[src/rtl/axi_pkg.sv]
// Shared AXI constants: response codes and the burst-length field width.
package axi_pkg;

    localparam logic [1:0] RESP_OKAY   = 2'b00;
    localparam logic [1:0] RESP_EXOKAY = 2'b01;
    localparam logic [1:0] RESP_SLVERR = 2'b10;
    localparam logic [1:0] RESP_DECERR = 2'b11;

    localparam int AXI_LEN_W = 8;

endpackage

[src/rtl/axi_default_slave.sv]
// AXI4 default slave: terminates transactions decoded to no real slave.
// Write bursts are accepted and discarded, and read bursts return zero data.
// Every response is DECERR, with the ID and burst length preserved.
// Each direction allows one outstanding transaction.
//
// state  | meaning
// -------+-------------------------------------------------------
// W_IDLE | waiting for AW; awready high
// W_DATA | sinking W beats until wlast; wready high
// W_RESP | presenting DECERR on B until bready
// R_IDLE | waiting for AR; arready high
// R_DATA | returning zero beats; counter holds beats left minus 1
module axi_default_slave
    import axi_pkg::*;
#(
    parameter int IDW = 4,
    parameter int DW  = 32
) (
    input  logic                 i_clk,
    input  logic                 i_rst_n,
    input  logic [IDW-1:0]       i_awid,
    input  logic [AXI_LEN_W-1:0] i_awlen,
    input  logic                 i_awvalid,
    output logic                 o_awready,
    input  logic                 i_wlast,
    input  logic                 i_wvalid,
    output logic                 o_wready,
    output logic [IDW-1:0]       o_bid,
    output logic [1:0]           o_bresp,
    output logic                 o_bvalid,
    input  logic                 i_bready,
    input  logic [IDW-1:0]       i_arid,
    input  logic [AXI_LEN_W-1:0] i_arlen,
    input  logic                 i_arvalid,
    output logic                 o_arready,
    output logic [IDW-1:0]       o_rid,
    output logic [DW-1:0]        o_rdata,
    output logic [1:0]           o_rresp,
    output logic                 o_rlast,
    output logic                 o_rvalid,
    input  logic                 i_rready
);

    typedef enum logic [1:0] {W_IDLE, W_DATA, W_RESP} w_state_t;
    typedef enum logic       {R_IDLE, R_DATA}         r_state_t;

    w_state_t              w_state, w_next;
    r_state_t              r_state, r_next;
    logic [IDW-1:0]        w_id;
    logic [IDW-1:0]        r_id;
    logic [AXI_LEN_W-1:0]  r_cnt;

    // The write length is informational only; bursts end on wlast.
    logic unused_awlen;
    assign unused_awlen = ^i_awlen;

    // State registers for both independent FSMs.
    always_ff @(posedge i_clk or negedge i_rst_n) begin
        if (!i_rst_n) begin
            w_state <= W_IDLE;
            r_state <= R_IDLE;
        end else begin
            w_state <= w_next;
            r_state <= r_next;
        end
    end

    // Write next-state: address, then data until wlast, then hold B until accepted.
    always_comb begin
        w_next = w_state;
        case (w_state)
            W_IDLE:  if (i_awvalid)           w_next = W_DATA;
            W_DATA:  if (i_wvalid && i_wlast) w_next = W_RESP;
            W_RESP:  if (i_bready)            w_next = W_IDLE;
            default:                          w_next = W_IDLE;
        endcase
    end

    // Read next-state: leave R_DATA when the final beat is accepted.
    always_comb begin
        r_next = r_state;
        case (r_state)
            R_IDLE:  if (i_arvalid)                  r_next = R_DATA;
            R_DATA:  if (i_rready && (r_cnt == '0))  r_next = R_IDLE;
            default:                                 r_next = R_IDLE;
        endcase
    end

    // Capture the write ID on the AW handshake.
    always_ff @(posedge i_clk or negedge i_rst_n) begin
        if (!i_rst_n) begin
            w_id <= '0;
        end else if ((w_state == W_IDLE) && i_awvalid) begin
            w_id <= i_awid;
        end
    end

    // Capture the read ID and length on AR, then count down accepted beats without wrapping.
    always_ff @(posedge i_clk or negedge i_rst_n) begin
        if (!i_rst_n) begin
            r_id  <= '0;
            r_cnt <= '0;
        end else if ((r_state == R_IDLE) && i_arvalid) begin
            r_id  <= i_arid;
            r_cnt <= i_arlen;
        end else if ((r_state == R_DATA) && i_rready && (r_cnt != '0)) begin
            r_cnt <= r_cnt - 1'b1;
        end
    end

    assign o_awready = (w_state == W_IDLE);
    assign o_wready  = (w_state == W_DATA);
    assign o_bvalid  = (w_state == W_RESP);
    assign o_bid     = w_id;
    assign o_bresp   = RESP_DECERR;

    assign o_arready = (r_state == R_IDLE);
    assign o_rvalid  = (r_state == R_DATA);
    assign o_rlast   = (r_state == R_DATA) && (r_cnt == '0);
    assign o_rid     = r_id;
    assign o_rdata   = '0;
    assign o_rresp   = RESP_DECERR;

endmodule

[config.mk]
export PLATFORM = sky130hd
export DESIGN_NAME = axi_default_slave
export DESIGN_NICKNAME = d
export VERILOG_FILES = /design/src/rtl/axi_pkg.sv /design/src/rtl/axi_default_slave.sv
export SDC_FILE = /design/constraint.sdc
export NUM_CORES = 1
export LEC_CHECK = 0
export ABC_AREA = 1
export CAP_MARGIN = 20
export CORE_MARGIN = 1
export CORE_UTILIZATION = 38
export DETAILED_ROUTE_END_ITERATION = 12
export GPL_ROUTABILITY_DRIVEN = 0
export PLACE_DENSITY = 0.81
export SKIP_CTS_REPAIR_TIMING = 1
export SLEW_MARGIN = 15
export SYNTH_ARGS = -nofsm -noshare
export SYNTH_HDL_FRONTEND = slang
export SYNTH_SLANG_ARGS = --single-unit
[constraint.sdc]
create_clock -name i_clk -period 2 [get_ports i_clk]
set_input_delay 0.3 -clock i_clk [delete_from_list [all_inputs] [get_ports i_clk]]
set_output_delay 0.3 -clock i_clk [all_outputs]
set_load 0.05 [all_outputs]
==> impl_results.md <==
* Final critical path time including I/O delays and setup at between 1.5 and 2 ns
* Clock slew seen by the registers of the worst setup and hold paths at roughly 0.12 ns
* Number of vias per cell after detailed routing at approximately 4.1
* Signed area change from the synthesized netlist to the final layout at 22.7%
* All-layer global routing usage at 0.133
* Utilization after layout at 0.501
* Die area at between 0.003 and 0.004 mm²
* CTS sink cnt at 19
* GRT overflow at 0
* Sum of net half-perimeters after detailed placement at 1.99 mm
* DIE HEIGHT at approximately 63 µm
* Filler Cells Inserted at 331
* Standard-cell rows at 21
* Global-route track usage on met2 at 0.236
* Run status: finished, final reports clean
* GR Layer Usage met1 at 0.165
* Period Utilization, post-route at 0.935
* Global Route met3 Usage at 0.0201
* Root Buffer Master: clkbuf_4
* Number of distinct library cell variants in the gate-level netlist after synthesis at 24
* Maximum level of the CTS H-tree at 1
* Endpoint kind of the worst setup timing path: output port
* Total wire length at roughly 2.5 mm
* Number of global-route vias before repair at between 900 and 1k
* Source-to-sink clock delay at the later pin of the worst-skew pair at around 0.30 ns
* Maximum Capacitance Violations at 0
* Vias at between 1k and 1.5k
* Final setup violating endpoints at 0
* Clock tree skew after final layout at roughly 0.0084 ns
* Count of antenna-violating nets left after detailed routing at 0
* Clock buffer count from CTS at 3
* Core Region at around 0.0034 mm²
* Mean instance size in the synthesized netlist at 8.07 µm²
* Starting DRT DRC Count at 26
* Initial standard-cell utilization of the core at 0.409
* Ratio of cells with drive above 1 in the final layout at 0.176
* Crit Path Class: reg2out
* DRC violations left at 0
* Data required, critical path at about 1.7 ns
* Netlist Area Pre-Place at about 0.0014 mm²
* Pin slew with the least headroom to its limit at about 0.51 ns
* Chip Width at roughly 63 µm
* Ports placed on the boundary at slightly above 80
* Number of antenna violations at the first check in global routing at 0
* CP arrival at approximately 1.6 ns
* Highest-count cells in the layout ignoring fill and taps: nand2_1, conb_1, clkdlybuf4s50_1
* Number of storage elements in the synthesis netlist at 19
* Achievable clock frequency at about 0.53 GHz
* GRT Max-Usage Layer: met2
* Final Hold Vio Count at 0
* Power density normalized to cell area at 1530 mW/mm²
* Share of synthesized area occupied by flip-flops and latches at 0.341
* Maximum buffer depth of the clock tree at 2
* Initial DRT Pass Iterations at 4
* Peak ir drop on the vdd network at around 700 µV
* Startpoint kind of the worst setup timing path: register
* Port Buffers at 37
* Number of synthesis warnings at 0
* Max Transition Viols Final at 0
* Hold Path Class: in2async
* Maximum fanout count along the critical path at 4
* Final net count at between 200 and 250
* Unrepaired setup endpoints after global routing: no
* Mapped Cells at 173
* Rel. slew slack at 0.662
* Summed negative setup slack over all endpoints at 0 ns
* Ant. Diodes at 0
* Largest net degree at the start of global routing at 20
* Wire length of the first global-routing pass at ~4.2 mm
* Leakage power figure at 0.877 nW
* Average detailed-routed wire length per instance at just under 10 µm
* TritonCTS clock tree: yes
[cell families after synthesis]
kind of cell	synth area share
other	0.00538
DFF	0.341
and+or+nand+nor	0.282
muxes	0.0323
adders and majority gates	0.0179
buffers and inverters	0.248
AOI/OAI and AO/OA	0.0735
[sequential cells by signal, summed over array words and instances (netlist names)]
register and cells:
o_rid 4, r_cnt 8, o_bid 4, o_rvalid 1, w_state 2
[synthesized netlist by cell type]
cell type	number	area (µm²)
o31ai_1	1	7.51
buf_2	1	5.00
inv_1	15	56.3
nand2_4	3	33.8
clkbuf_1	1	3.75
nor2_4	2	22.5
nor3_1	1	5.00
nand3_2	4	40.0
mux2_2	4	45.0
buf_4	36	270
nand2_1	36	135
o21ai_2	5	43.8
conb_1	2	7.51
nand4_1	1	6.26
ha_1	2	25.0
nand2_2	5	31.3
or2_2	3	18.8
a21oi_1	1	5.00
o21ai_4	1	16.3
nand3_1	12	60.1
dfrtp_1	19	475
nor2_1	11	41.3
o21ai_0	6	30.0
buf_6	1	11.3
[metrics by stage]
| stage | power (mW) | setup WS, ns | cell area [µm²] | std cells | hold slack [ns] |
|---|---|---|---|---|---|
| detailed placement | 2.44 | 0.297 | 1680 | 252 | 0.468 |
| finish | 2.63 | 0.130 | 1710 | 256 | 0.313 |
| global placement | 2.40 | 0.307 | 1680 | 252 | 0.465 |
| CTS | 2.65 | 0.0489 | 1710 | 256 | 0.323 |
| global route | 2.81 | 0.0385 | 1710 | 256 | 0.336 |
| floorplan | 2.06 | 0.0706 | 1540 | 207 | 0.00441 |
[routing by layer]
layer / part of all wire / wire length [µm]
met1: 0.44 / 1110
met2: 0.50 / 1280
met3: 0.053 / 134
met4: 0.0051 / 13
met5: 0 / 0
[cell type report]
| cell class | count | area [µm²] | share of cell area |
|---|---|---|---|
| flip-flops and latches | 19 | 475 | 0.278 |
| clock inverters | 1 | 5.00 | 0.00292 |
| inverters | 15 | 56.3 | 0.0329 |
| multi-input cells | 134 | 713 | 0.416 |
| clock buffers | 3 | 22.5 | 0.0131 |
| repair buffers | 38 | 383 | 0.224 |
| well taps | 46 | 57.6 | 0.0336 |
[worst max-delay path: stages (launching register included)]
cell and delay [ns]:
dfrtp_1 0.41, inv_1 0.14, ha_1 0.21, nand3_2 0.16, nor3_4 0.18, buf_12 0.16
[where the power goes]
group / switching, mW / internal [mW]
sequential: 0.143 / 0.559
combinational: 1.17 / 0.562
clock: 0.124 / 0.0743
total: 1.43 / 1.19
[path summary, 6_finish.rpt]
path / start / to / cells after the start / slack, ns
max in group asynchronous: i_rst_n / r_cnt[5] / 2 / 1.48
max: r_cnt[0] / o_rlast / 5 / 0.13
min: i_rst_n / r_cnt[3] / 2 / 0.31
max reg2reg: r_cnt[0] / r_cnt[0] / 7 / 0.37
min reg2reg: o_rid[2] / o_rid[2] / 2 / 0.50
min in group i_clk: o_rid[2] / o_rid[2] / 2 / 0.50
Note: power is estimated with default switching activity, not from simulation.
